===== src/rtl/if_fetch_unit_if.sv =====
// Instruction-memory request/response bus between the fetch unit (master) and memory (slave).
`ifndef CPU_WIDTH
`define CPU_WIDTH 32
`endif

interface if_fetch_unit_if #(
  parameter int W = `CPU_WIDTH
);
  logic         imem_req_o;
  logic [W-1:0] imem_addr_o;
  logic         imem_gnt_i;
  logic         imem_rvalid_i;
  logic [W-1:0] imem_rdata_i;

  modport master (
    output imem_req_o,
    output imem_addr_o,
    input  imem_gnt_i,
    input  imem_rvalid_i,
    input  imem_rdata_i
  );

  modport slave (
    input  imem_req_o,
    input  imem_addr_o,
    output imem_gnt_i,
    output imem_rvalid_i,
    output imem_rdata_i
  );
endinterface


===== src/rtl/if_fetch_unit.sv =====
// Instruction-fetch stage: PC, credit-limited memory requests, response FIFO, redirect flush.
// Optional feature macro: IFETCH_MISALIGN_CHECK_EN (halt on misaligned redirect target).
`ifndef CPU_WIDTH
`define CPU_WIDTH 32
`endif
`ifndef RESET_PC_VALUE
`define RESET_PC_VALUE 32'h8000_0000
`endif

module if_fetch_unit #(
  parameter logic [`CPU_WIDTH-1:0] RESET_PC   = `RESET_PC_VALUE,
  parameter int                    FIFO_DEPTH = 2
) (
  input  logic                  clk,
  input  logic                  rst,
  input  logic                  redirect_i,
  input  logic [`CPU_WIDTH-1:0] redirect_pc_i,
  input  logic                  id_stall_i,
  if_fetch_unit_if.master       imem,
  output logic [`CPU_WIDTH-1:0] fetch_pc_o,
  output logic                  if_valid_o,
  output logic [`CPU_WIDTH-1:0] if_pc_o,
  output logic [`CPU_WIDTH-1:0] if_inst_o,
  output logic                  fetch_misalign_o
);

  localparam int W     = `CPU_WIDTH;
  localparam int PTR_W = (FIFO_DEPTH > 1) ? $clog2(FIFO_DEPTH) : 1;
  localparam int CNT_W = PTR_W + 1;
  localparam logic [CNT_W-1:0] DEPTH_C = CNT_W'(FIFO_DEPTH);

  logic [W-1:0]     fpc;
  logic [W-1:0]     rpc;
  logic [CNT_W-1:0] outst;
  logic [CNT_W-1:0] outst_next;
  logic [CNT_W-1:0] drop;
  logic [CNT_W-1:0] fifo_count;
  logic [PTR_W-1:0] rd_ptr;
  logic [PTR_W-1:0] wr_ptr;
  logic [W-1:0]     pc_mem   [FIFO_DEPTH];
  logic [W-1:0]     inst_mem [FIFO_DEPTH];
  logic [W-1:0]     target;
  logic             halted;
  logic             grant;
  logic             resp;
  logic             push;
  logic             pop;
  logic [CNT_W:0]   credit_used;

`ifdef IFETCH_MISALIGN_CHECK_EN
  logic misalign;
  logic redir_bad;

  assign target           = redirect_pc_i;
  assign redir_bad        = redirect_pc_i[1:0] != 2'b00;
  assign fetch_misalign_o = misalign;

  // Misalign flag and halt are sticky until the next redirect re-evaluates them
  always_ff @(posedge clk or posedge rst) begin
    if (rst) begin
      misalign <= 1'b0;
      halted   <= 1'b0;
    end else if (redirect_i) begin
      misalign <= redir_bad;
      halted   <= redir_bad;
    end
  end
`else
  logic unused_pc_lsb;

  assign target           = {redirect_pc_i[W-1:2], 2'b00};
  assign unused_pc_lsb    = ^redirect_pc_i[1:0];
  assign halted           = 1'b0;
  assign fetch_misalign_o = 1'b0;
`endif

  // Outstanding requests plus buffered words never exceed the buffer size
  assign credit_used   = {1'b0, outst} + {1'b0, fifo_count};
  assign imem.imem_req_o  = !redirect_i && !halted && (credit_used < {1'b0, DEPTH_C});
  assign imem.imem_addr_o = fpc;
  assign fetch_pc_o       = fpc;

  assign grant = imem.imem_req_o && imem.imem_gnt_i;
  // Responses with nothing outstanding predate a reset and are ignored
  assign resp  = imem.imem_rvalid_i && (outst != {CNT_W{1'b0}});
  assign push  = resp && (drop == {CNT_W{1'b0}}) && !redirect_i && !halted;
  assign pop   = if_valid_o && !id_stall_i;

  assign if_valid_o = (fifo_count != {CNT_W{1'b0}}) && !redirect_i;
  assign if_pc_o    = pc_mem[rd_ptr];
  assign if_inst_o  = inst_mem[rd_ptr];

  // Next outstanding count after this cycle's grant and response
  always_comb begin
    outst_next = outst;
    if (grant && !resp) begin
      outst_next = outst + CNT_W'(1);
    end else if (resp && !grant) begin
      outst_next = outst - CNT_W'(1);
    end else begin
      outst_next = outst;
    end
  end

  // Fetch PC, response tracking and instruction buffer
  always_ff @(posedge clk or posedge rst) begin
    if (rst) begin
      fpc        <= RESET_PC;
      rpc        <= RESET_PC;
      outst      <= {CNT_W{1'b0}};
      drop       <= {CNT_W{1'b0}};
      fifo_count <= {CNT_W{1'b0}};
      rd_ptr     <= {PTR_W{1'b0}};
      wr_ptr     <= {PTR_W{1'b0}};
      for (int i = 0; i < FIFO_DEPTH; i++) begin
        pc_mem[i]   <= {W{1'b0}};
        inst_mem[i] <= {W{1'b0}};
      end
    end else begin
      outst <= outst_next;
      if (redirect_i) begin
        // In-flight words, including one arriving now, belong to the wrong path
        fpc        <= target;
        rpc        <= target;
        drop       <= outst_next;
        fifo_count <= {CNT_W{1'b0}};
        rd_ptr     <= {PTR_W{1'b0}};
        wr_ptr     <= {PTR_W{1'b0}};
      end else begin
        if (grant) begin
          fpc <= fpc + W'(4);
        end
        if (resp && (drop != {CNT_W{1'b0}})) begin
          drop <= drop - CNT_W'(1);
        end
        if (push) begin
          pc_mem[wr_ptr]   <= rpc;
          inst_mem[wr_ptr] <= imem.imem_rdata_i;
          wr_ptr           <= wr_ptr + PTR_W'(1);
          rpc              <= rpc + W'(4);
        end
        if (pop) begin
          rd_ptr <= rd_ptr + PTR_W'(1);
        end
        case ({push, pop})
          2'b10:   fifo_count <= fifo_count + CNT_W'(1);
          2'b01:   fifo_count <= fifo_count - CNT_W'(1);
          default: fifo_count <= fifo_count;
        endcase
      end
    end
  end

endmodule


===== src/flat_wrapper.sv =====
// flat-port wrapper written by rule: the top's interface ports become plain ports
module if_fetch_unit_flat 
#(
  parameter logic [`CPU_WIDTH-1:0] RESET_PC   = `RESET_PC_VALUE,
  parameter int                    FIFO_DEPTH = 2
)
  (clk, rst, redirect_i, redirect_pc_i, id_stall_i, fetch_pc_o, if_valid_o, if_pc_o, if_inst_o, fetch_misalign_o, imem_imem_req_o, imem_imem_addr_o, imem_imem_gnt_i, imem_imem_rvalid_i, imem_imem_rdata_i);
  if_fetch_unit_if #(.W(32)) imem_i ();
  input  logic clk;
  input  logic rst;
  input  logic redirect_i;
  input  logic [`CPU_WIDTH-1:0] redirect_pc_i;
  input  logic id_stall_i;
  output logic [`CPU_WIDTH-1:0] fetch_pc_o;
  output logic if_valid_o;
  output logic [`CPU_WIDTH-1:0] if_pc_o;
  output logic [`CPU_WIDTH-1:0] if_inst_o;
  output logic fetch_misalign_o;
  output wire logic [$bits(imem_i.imem_req_o)-1:0] imem_imem_req_o;
  output wire logic [$bits(imem_i.imem_addr_o)-1:0] imem_imem_addr_o;
  input wire logic [$bits(imem_i.imem_gnt_i)-1:0] imem_imem_gnt_i;
  input wire logic [$bits(imem_i.imem_rvalid_i)-1:0] imem_imem_rvalid_i;
  input wire logic [$bits(imem_i.imem_rdata_i)-1:0] imem_imem_rdata_i;
  assign imem_imem_req_o = imem_i.imem_req_o;
  assign imem_imem_addr_o = imem_i.imem_addr_o;
  assign imem_i.imem_gnt_i = imem_imem_gnt_i;
  assign imem_i.imem_rvalid_i = imem_imem_rvalid_i;
  assign imem_i.imem_rdata_i = imem_imem_rdata_i;
  if_fetch_unit #(.RESET_PC(RESET_PC), .FIFO_DEPTH(FIFO_DEPTH)) u_core (.clk(clk), .rst(rst), .redirect_i(redirect_i), .redirect_pc_i(redirect_pc_i), .id_stall_i(id_stall_i), .imem(imem_i), .fetch_pc_o(fetch_pc_o), .if_valid_o(if_valid_o), .if_pc_o(if_pc_o), .if_inst_o(if_inst_o), .fetch_misalign_o(fetch_misalign_o));
endmodule

===== config.mk =====
export PLATFORM = sky130hd
export DESIGN_NAME = if_fetch_unit_flat
export DESIGN_NICKNAME = d
export VERILOG_FILES = /design/src/rtl/if_fetch_unit_if.sv /design/src/rtl/if_fetch_unit.sv /design/src/flat_wrapper.sv
export SDC_FILE = /design/constraint.sdc
export NUM_CORES = 1
export LEC_CHECK = 0
export CAP_MARGIN = 20
export CORE_AREA = 4 4 142 144
export DETAILED_ROUTE_END_ITERATION = 8
export DIE_AREA = 0 0 146 148
export PLACE_DENSITY_LB_ADDON = 0.3
export SLEW_MARGIN = 10
export SYNTH_ARGS = -nofsm -noshare
export SYNTH_HDL_FRONTEND = slang
export SYNTH_SLANG_ARGS = --single-unit

===== constraint.sdc =====
create_clock -name clk -period 7.9 [get_ports clk]
set_input_delay 1.975 -clock clk [delete_from_list [all_inputs] [get_ports clk]]
set_output_delay 1.975 -clock clk [all_outputs]
set_load 0.03 [all_outputs]

==> flow_summary_export.csv, run 1 <==
group,metric,value,unit
pwr,p_leak,0.004998,uW
final_layout,fin_area,0.01215,mm^2
pwr,powerDensity,340.2,mW/mm^2
run_status,status,"completed",
worst_setup_path,cpMaxStageDelayCell,"clkdlybuf4s50_1",
detailed_routing,finalWirelength,22760,um
worst_setup_path,cp-start-kind,"input pin",
global_route,met2_usage,35.94,%
worst_setup_path,crit_path_max_fanout,44,
yosys,ys_async_sr_fraction,100.0,%
timing,slew_viol_final,0,
final_layout,final_cell_mix,"mux2_2 (198), clkdlybuf4s50_1 (191), dfrtp_1 (189)",
yosys,yosys.area.top_type,"dfrtp_1",
pwr,p_sw_share,35.03,%
hold_path,holdCritStartpoint,"u_core.pc_mem[14]",
clock_network,cts_root_buffer,"clkbuf_16",
die,die_area,0.02161,mm^2
worst_setup_path,r2r-start,"u_core.fifo_count[0]",
pwr,p_clk_share,21.9,%
yosys,synth_edf_count,0,
detailed_routing,vias,7005,
clock_network,cts_sinks,192,
placement,port_buffers,191,
placement,dp_hpwl,15410,um
final_layout,nFillCells,1479,
hold_path,min_path_type,"register to register",
timing,max-slew-margin-rel,33.21,%
global_route,grt_pass1_wl,37160,um
detailed_routing,route.detailed.drc,0,
hold_path,min_to,"u_core.pc_mem[14]",
clock_network,ctsHoldBuffers,0,
hold_path,hold_depth,2,
placement,post_dp_cell_area,0.01153,mm^2
yosys,ys_ff_latch,192,
final_layout,mostFrequentLayoutCell,"mux2_2",
clock_network,numCtsBuffers,17,
pwr,p_comb_share,41.2,%
global_route,gr-usage-all-layers,21.17,%
yosys,synth.avg_cell_area,11.73,um^2
timing,skew,0.009420,ns
timing,finalCritPeriodShare,72.18,%
yosys,synth_cell_type_count,59,
worst_setup_path,required,5.93,ns
final_layout,layout.cells.non_filler,1209,
pwr,intPower,2685,uW
worst_setup_path,rr_worst_depth,8,
clock_network,clock_latency,0.42,ns
clock_network,path_clk_slew,0.07,ns
die,pin_count,201,
timing,grt_setup_unrepaired,"false",
detailed_routing,drtAntennaViolNets,0,
global_route,grt_pass1_vias,7068,
detailed_routing,dr.pass1.iters,6,
final_layout,drive_gt1_share,26.05,%
yosys,synthTopCellsByArea,"dfrtp_1 (49%), mux2_2 (23%), buf_4 (2.9%)",
timing,timing.hold.ws,0.4962,ns
yosys,ys_seq_area_share,49.60,%
clock_network,ctsResizeCount,0,
clock_network,cts_setup_buffers,0,
yosys,netlist_area,0.009692,mm^2
timing,setup_violations,0,
timing,hold_viol,0,
yosys,synth_flop_cell,"dfrtp_1",
global_route,top_usage_layer,"met2",
clock_network,clk_path_buf_depth,2,
die,initial_core_util,51.81,%
global_route,grt-ovfl-total,0,
worst_setup_path,reg2reg_slack,4.54,ns
detailed_routing,drt_iter0_drc,394,
yosys,synth_top_area_share,49.06,%
pwr,p_seq_share,36.9,%
run,cap_violations,0,
die,rows,50,
yosys,synthCells,826,
final_layout,final_core_util,64.94,%
final_layout,areaGrowthSynthToFinish,25.33,%
worst_setup_path,slowest_delay,0.65,ns
global_route,use_met1,27.72,%
detailed_routing,via_per_inst,5.794,
clock_network,cts_tree,"built",
yosys,ys_warn_count,0,
timing,tns,0,ns
die,core-area,0.01871,mm^2
timing,fmax,0.1754,GHz
die,fp.dieH,148,um
worst_setup_path,endpoint_kind,"primary output",
global_route,antenna_found_initial,0,
detailed_routing,wl_per_cell,18.82,um
timing,tightest_slew,1.002,ns
worst_setup_path,rr_endpoint,"u_core.fetch_pc_o[16]",
global_route,use_met3,4.936,%
final_layout,antenna_cells,0,
clock_network,htree_levels,4,
worst_setup_path,critPathArrivalTime,3.73,ns
worst_setup_path,worstPathCellList,"clkdlybuf4s50_1 > buf_4 > nor2_1 > clkdlybuf4s50_1",
final_layout,fin_nets,1038,
worst_setup_path,cp_common_cell,"clkdlybuf4s50_1",
placement,placedCellCount,1178,
timing,min_period,5.702,ns
placement,globalplace.congestion,0.8165,
pwr,peakVddDrop,248.6,uV
pwr,p_switching,1448,uW
worst_setup_path,crit_type,"input pin to primary output",
die,die_w,146,um
global_route,grt_max_degree,145,
[worst max-delay path by stage]
stage / to / slack, ns / cells past startpoint / start
after floorplan: u_core.drop[0] / 0.70 / 1 / rst
after global placement: if_valid_o / 2.20 / 4 / redirect_i
after detailed placement: if_valid_o / 2.20 / 4 / redirect_i
after CTS: if_valid_o / 2.19 / 4 / redirect_i
after global routing: if_valid_o / 2.15 / 4 / redirect_i
final: if_valid_o / 2.20 / 4 / redirect_i
[synthesized netlist by cell type (2+ instances only)]
master	number
buf_1	3
xor2_1	3
nand2_1	32
or4_2	2
a311oi_1	4
a211oi_1	10
dfrtp_1	190
o311ai_0	2
a21oi_1	11
nand4_1	20
nand3_1	25
dfstp_2	2
and4_1	6
nand2b_1	3
or3_1	6
o211ai_1	5
and3_1	14
inv_1	12
or4_1	21
buf_2	2
ha_1	4
nor4_1	9
nor3b_1	3
nor4bb_1	2
clkbuf_1	43
a31oi_1	23
and2_1	2
or3_2	2
o21ai_0	14
nor3_1	9
buf_4	37
nor2b_1	8
nor2_1	38
mux2_2	198
xnor2_1	19
o31ai_1	19
[metal layers]
| metal | share of wire (%) | routed length [um] |
|---|---|---|
| met1 | 43 | 9715 |
| met2 | 51 | 11670 |
| met3 | 4.5 | 1030 |
| met4 | 1.5 | 339 |
| met5 | 0 | 0 |
[flip-flops by register name, summed over array words and instances (netlist names)]
signal	count
u_core.inst_mem	64
u_core.pc_mem	60
u_core.fetch_pc_o	30
u_core.rpc	30
u_core.drop	2
u_core.fifo_count	2
u_core.outst	2
u_core.rd_ptr	1
u_core.wr_ptr	1
[power groups by stage]
stage               combinational (uW)  clock [uW]  sequential (uW)
detailed placement                1710           0             1540
finish                            1700         905             1520
CTS                               1730         925             1520
global placement                  1690           0             1520
global route                      1820         970             1560
floorplan                         1150           0             1500
[cell families (layout without fill, tap and decap cells)]
| family | count (synthesis) | in the layout | share of synthesized area [%] |
|---|---|---|---|
| simple gates | 212 | 212 | 12.47 |
| mux | 199 | 199 | 23.11 |
| flops | 192 | 192 | 49.60 |
| buf+inv | 99 | 242 | 5.370 |
| compound gates | 96 | 96 | 6.700 |
| xor+xnor | 22 | 22 | 1.988 |
| fa+ha+maj | 5 | 5 | 0.7230 |
| other cells | 1 | 7 | 0.03869 |
[worst max-delay path, delay by kind of cell]
kind | cells | cell delay (ns)
buffers and inverters | 3 | 1.63
AND/OR/NAND/NOR | 1 | 0.09
[through the flow]
| stage | power (uW) | setup WS (ns) |
|---|---|---|
| after global routing | 4358 | 2.153 |
| after CTS | 4174 | 2.190 |
| final | 4132 | 2.198 |
| after floorplan | 2655 | 0.7011 |
| after detailed placement | 3255 | 2.197 |
| after global placement | 3215 | 2.199 |
[area by class of cell]
type	instances	area [um^2]	share of cell area [%]
flip-flops and latches	192	4808	39.59
multi-input cells	541	4410	36.31
repair buffers	198	1964	16.17
clock buffers	18	429.2	3.533
well taps	234	292.8	2.410
clock inverters	13	185.2	1.525
inverters	13	56.30	0.4635
(Power assumes the default switching activity.)
==> run 2: changes to the inputs <==
==> constraint.sdc (replaced) <==
create_clock -name clk -period 5.3 [get_ports clk]
set_input_delay 1.325 -clock clk [delete_from_list [all_inputs] [get_ports clk]]
set_output_delay 1.325 -clock clk [all_outputs]
set_load 0.03 [all_outputs]
==> run 2 against run 1 <==
- combinational power increased by 49%
- critical path depth is 1 lower
- count of clock-buffer cells in the layout rose by 2
- first-iteration DRC count increased by 1.3%
- utilization grew 0.70 points
- sequential share of layout area fell by 0.42 points
- routed wire length is 1.4% higher
- flip-flop and latch count unchanged
- critical endpoint is now if_inst_o[17]
- highest routed layer unchanged
- worst hold slack about the same
==> flow_summary_export.csv, run 2 (synthesis gave the netlist of run 1 again) <==
group,metric,value,unit
die,fp.dieH,148,um
final_layout,final_cell_mix,"mux2_2 (198), clkdlybuf4s50_1 (191), dfrtp_1 (189)",
final_layout,regMostFlops,"u_core.inst_mem",
clock_network,cts_sinks,192,
timing,tns,0,ns
timing,fmax,0.2351,GHz
timing,skew,0.009610,ns
die,die_area,0.02161,mm^2
worst_setup_path,required,3.97,ns
clock_network,htree_levels,4,
placement,port_buffers,191,
detailed_routing,via_per_inst,5.773,
detailed_routing,finalWirelength,23080,um
clock_network,clk_path_buf_depth,2,
timing,max-slew-margin-rel,36.30,%
run,cap_violations,0,
worst_setup_path,worstPathCellList,"buf_4 > mux2_2 > clkdlybuf4s50_1",
worst_setup_path,startpoint,"u_core.rd_ptr",
timing,hold_viol,0,
pwr,powerDensity,516.2,mW/mm^2
worst_setup_path,endpoint_kind,"primary output",
detailed_routing,dr.pass1.iters,5,
placement,dp_hpwl,15580,um
hold_path,min_path_type,"register to register",
clock_network,clock_latency,0.42,ns
global_route,gr-usage-all-layers,21.31,%
die,initial_core_util,51.81,%
timing,min_period,4.253,ns
pwr,peakVddDrop,379.7,uV
die,pin_count,201,
timing,tightest_slew,0.9555,ns
final_layout,mostFrequentLayoutCell,"mux2_2",
clock_network,ctsResizeCount,0,
final_layout,drive_gt1_share,26.25,%
clock_network,cts_setup_buffers,0,
worst_setup_path,r2r-start,"u_core.fifo_count[0]",
global_route,grt_pass1_wl,37430,um
clock_network,cts_tree,"built",
worst_setup_path,rr_endpoint,"u_core.fetch_pc_o[16]",
worst_setup_path,slowest_delay,0.99,ns
run_status,status,"completed",
die,core-area,0.01871,mm^2
die,die_w,146,um
timing,finalCritPeriodShare,80.25,%
global_route,grt_pass1_vias,6939,
final_layout,areaGrowthSynthToFinish,26.67,%
die,rows,50,
worst_setup_path,critPathArrivalTime,2.93,ns
detailed_routing,wl_per_cell,19.01,um
global_route,grt-ovfl-total,0,
worst_setup_path,cp-start-kind,"register",
clock_network,cts_root_buffer,"clkbuf_16",
worst_setup_path,rr_worst_depth,8,
global_route,grt_max_degree,119,
worst_setup_path,reg2reg_slack,1.98,ns
timing,slew_viol_final,0,
final_layout,nFillCells,1494,
detailed_routing,route.detailed.drc,0,
clock_network,numCtsBuffers,17,
timing,setup_violations,0,
detailed_routing,drt_iter0_drc,399,
final_layout,fin_nets,1041,
final_layout,top_regs,"u_core.inst_mem: 64 flops, u_core.pc_mem: 60 flops",
global_route,antenna_found_initial,1,
worst_setup_path,crit_path_max_fanout,39,
timing,timing.hold.ws,0.4967,ns
worst_setup_path,cpMaxStageDelayCell,"dfrtp_2",
pwr,p_leak,0.005049,uW
clock_network,ctsHoldBuffers,0,
clock_network,path_clk_slew,0.07,ns
worst_setup_path,crit_type,"register to primary output",
placement,globalplace.congestion,0.7868,
timing,grt_setup_unrepaired,"false",
final_layout,largest_reg_flops,64,
detailed_routing,vias,7009,
worst_setup_path,cp-endpoint,"if_inst_o[17]",
detailed_routing,drtAntennaViolNets,0,
[run 2: power breakdown]
part | leakage, uW | internal, uW | switching (uW)
Sequential | 0.00237 | 1950 | 328
Clock | 0.000331 | 951 | 560
Combinational | 0.00234 | 1270 | 1280
Total | 0.00505 | 4170 | 2170
[run 2: layer usage]
layer | share of wire [%] | track usage, % | routed length (um)
met1 | 43 | 28.51 | 10030
met2 | 51 | 36.29 | 11850
met3 | 4.1 | 3.893 | 942
met4 | 1.1 | 5.268 | 250
met5 | 0 | 0 | 0
[run 2: critical path, delay by kind of cell (launching register included)]
family / cells / cell delay (ns)
buf+inv: 2 / 1.10
flops: 1 / 0.99
mux: 1 / 0.38
[run 2: per-stage QoR]
stage               power (uW)  util [%]  setup slack [ns]  instances  cell area, um^2
CTS                       6390     65.62             1.019       1213            12270
finish                    6337     65.63             1.047       1214            12280
global route              6668     65.63            0.9345       1214            12280
detailed placement        4862     61.89             1.136       1181            11580
floorplan                 3958         -             1.349        832             9718
global placement          4803     61.89             1.132       1181            11580
[run 2: worst min path at each step]
stage	cells past startpoint	from	slack, ns	to
floorplan	2	u_core.pc_mem[14]	0.44	u_core.pc_mem[14]
global placement	2	u_core.pc_mem[14]	0.47	u_core.pc_mem[14]
detailed placement	2	u_core.pc_mem[14]	0.48	u_core.pc_mem[14]
CTS	2	u_core.pc_mem[14]	0.50	u_core.pc_mem[14]
global route	1	u_core.pc_mem[8]	0.51	u_core.pc_mem[8]
finish	2	u_core.pc_mem[14]	0.50	u_core.pc_mem[14]
[run 2: area by class of cell]
type	count	area, um^2	share of cell area, %
Antenna cell	1	2.502	0.02038
Clock buffer	20	446.7	3.638
Clock inverter	12	251.5	2.049
Inverter	13	52.55	0.4280
Multi-Input combinational cell	541	4410	35.93
Sequential cell	192	4808	39.17
Tap cell	234	292.8	2.385
Timing Repair Buffer	201	2012	16.39
==> run 3: changes to the inputs <==
==> constraint.sdc (replaced) <==
create_clock -name clk -period 4.1 [get_ports clk]
set_input_delay 1.025 -clock clk [delete_from_list [all_inputs] [get_ports clk]]
set_output_delay 1.025 -clock clk [all_outputs]
set_load 0.03 [all_outputs]
==> run 3 against run 2 <==
- critical path depth stayed put
- sequential share of layout area shrank 0.12 points
- largest cell class unchanged
- worst hold slack got worse by 0.0078 ns
- first-iteration DRC count is 3.3% higher
- global-route usage increased by 0.14 points
- cell count rose by 0.82%
- register-to-register slack worse by 0.86 ns
- die area unchanged
- combinational power up 31%
- routed wire length about the same
- setup slack lost 0.52 ns
- non-clock buffer count increased by 12
==> flow_summary_export.csv, run 3 (synthesis gave the netlist of run 1 again) <==
group,metric,value,unit
clock_network,numCtsBuffers,17,
final_layout,regMostFlops,"u_core.inst_mem",
timing,max-slew-margin-rel,46.85,%
detailed_routing,finalWirelength,23090,um
die,pin_count,201,
placement,port_buffers,191,
pwr,p_sw_share,35.45,%
timing,grt_setup_unrepaired,"false",
worst_setup_path,reg2reg_slack,1.12,ns
timing,tightest_slew,0.7862,ns
global_route,grt_pass1_wl,37720,um
final_layout,antenna_cells,0,
detailed_routing,via_per_inst,5.804,
worst_setup_path,slowest_delay,0.77,ns
pwr,p_leak,0.005078,uW
global_route,grt-ovfl-total,0,
worst_setup_path,cpMaxStageDelayCell,"dfrtp_2",
clock_network,cts_setup_buffers,0,
clock_network,path_clk_slew,0.07,ns
pwr,peakVddDrop,462.7,uV
die,rows,50,
worst_setup_path,crit_path_max_fanout,24,
timing,fmax,0.2797,GHz
pwr,p_switching,2799,uW
clock_network,clk_path_buf_depth,2,
global_route,antenna_found_initial,0,
timing,hold_viol,0,
detailed_routing,dr.pass1.iters,5,
final_layout,final_core_util,65.83,%
worst_setup_path,crit_type,"register to primary output",
final_layout,top_regs,"u_core.inst_mem: 64 flops, u_core.pc_mem: 60 flops",
pwr,p_seq_share,37.3,%
detailed_routing,wl_per_cell,18.87,um
final_layout,final_cell_mix,"mux2_2 (198), clkdlybuf4s50_1 (189), dfrtp_1 (189)",
worst_setup_path,worstPathCellList,"buf_4 > mux2_2 > clkdlybuf4s50_1",
clock_network,clock_latency,0.43,ns
die,core-area,0.01871,mm^2
global_route,grt_max_degree,70,
detailed_routing,drt_iter0_drc,412,
global_route,gr-usage-all-layers,21.45,%
hold_path,min_to,"u_core.pc_mem[14]",
pwr,p_clk_share,20.6,%
clock_network,ctsHoldBuffers,0,
run,cap_violations,0,
timing,finalCritPeriodShare,87.21,%
clock_network,cts_sinks,192,
worst_setup_path,rr_endpoint,"u_core.fetch_pc_o[24]",
worst_setup_path,r2r-start,"u_core.fifo_count[0]",
worst_setup_path,rr_worst_depth,9,
final_layout,fin_area,0.01231,mm^2
final_layout,areaGrowthSynthToFinish,27.05,%
hold_path,holdCritStartpoint,"u_core.pc_mem[14]",
clock_network,ctsResizeCount,0,
final_layout,largest_reg_flops,64,
timing,fin_ws,0.5244,ns
run_status,status,"completed",
placement,globalplace.congestion,0.8213,
placement,dp_hpwl,16470,um
pwr,powerDensity,641.1,mW/mm^2
placement,detailedPlace.worstSlack,0.7268,ns
global_route,grt_pass1_vias,7033,
final_layout,drive_gt1_share,27.37,%
die,die_area,0.02161,mm^2
timing,skew,0.01210,ns
worst_setup_path,required,3.07,ns
worst_setup_path,endpoint_kind,"primary output",
pwr,p_comb_share,42.1,%
detailed_routing,drtAntennaViolNets,0,
detailed_routing,vias,7104,
clock_network,cts_tree,"built",
die,die_w,146,um
worst_setup_path,cp-start-kind,"register",
timing,setup_violations,0,
die,fp.dieH,148,um
timing,tns,0,ns
pwr,intPower,5095,uW
final_layout,mostFrequentLayoutCell,"mux2_2",
die,initial_core_util,51.81,%
detailed_routing,route.detailed.drc,0,
hold_path,min_path_type,"register to register",
hold_path,hold_depth,2,
placement,post_dp_cell_area,0.01174,mm^2
final_layout,fin_nets,1053,
clock_network,htree_levels,4,
timing,slew_viol_final,0,
clock_network,cts_root_buffer,"clkbuf_16",
worst_setup_path,critPathArrivalTime,2.55,ns
timing,min_period,3.576,ns
run 3: how the worst max path moves through the flow:
stage	slack, ns	cells past startpoint	end	startpoint
after floorplan	0.60	1	u_core.drop[0]	rst
after global placement	0.73	3	if_valid_o	redirect_i
after detailed placement	0.73	7	u_core.fetch_pc_o[24]	imem_imem_gnt_i
after CTS	0.49	3	if_pc_o[23]	u_core.rd_ptr
after global routing	0.41	3	if_pc_o[23]	u_core.rd_ptr
final	0.52	3	if_pc_o[25]	u_core.rd_ptr
run 3: per-layer routing:
layer | vias up | wire [um] | global-route usage [%]
met1 | 3564 | 9759 | 28.71
met2 | 202 | 11870 | 36.99
met5 | - | 0 | 0
met4 | 0 | 271 | 4.233
li1 | 3313 | - | -
met3 | 25 | 1197 | 3.955
run 3: critical path: cells and delay by family, from the launching register on:
family / cells / cell delay (ns)
buf+inv: 2 / 0.96
flops: 1 / 0.77
mux: 1 / 0.38
run 3: cell type report:
cell class | instances | area, um^2
flip-flops and latches | 192 | 4808
repair buffers | 213 | 2172
clock inverters | 8 | 78.83
clock buffers | 23 | 498.0
fillers | 1471 | 6392
multi-input cells | 541 | 4410
inverters | 13 | 52.55
well taps | 234 | 292.8
run 3: metrics by stage:
step	cells	power, uW	hold WS (ns)
after CTS	1224	7961	0.4937
after floorplan	832	5116	0.4444
after global placement	1193	6235	0.4641
final	1224	7894	0.4889
after global routing	1224	8322	0.5183
after detailed placement	1193	6319	0.4784
run 3: power by group through the flow:
stage	clock network (uW)	registers, uW	logic (uW)
final	1630	2950	3320
after global routing	1750	3030	3540
after CTS	1650	2940	3360
after detailed placement	0	2980	3340
after global placement	0	2940	3300
after floorplan	0	2890	2220
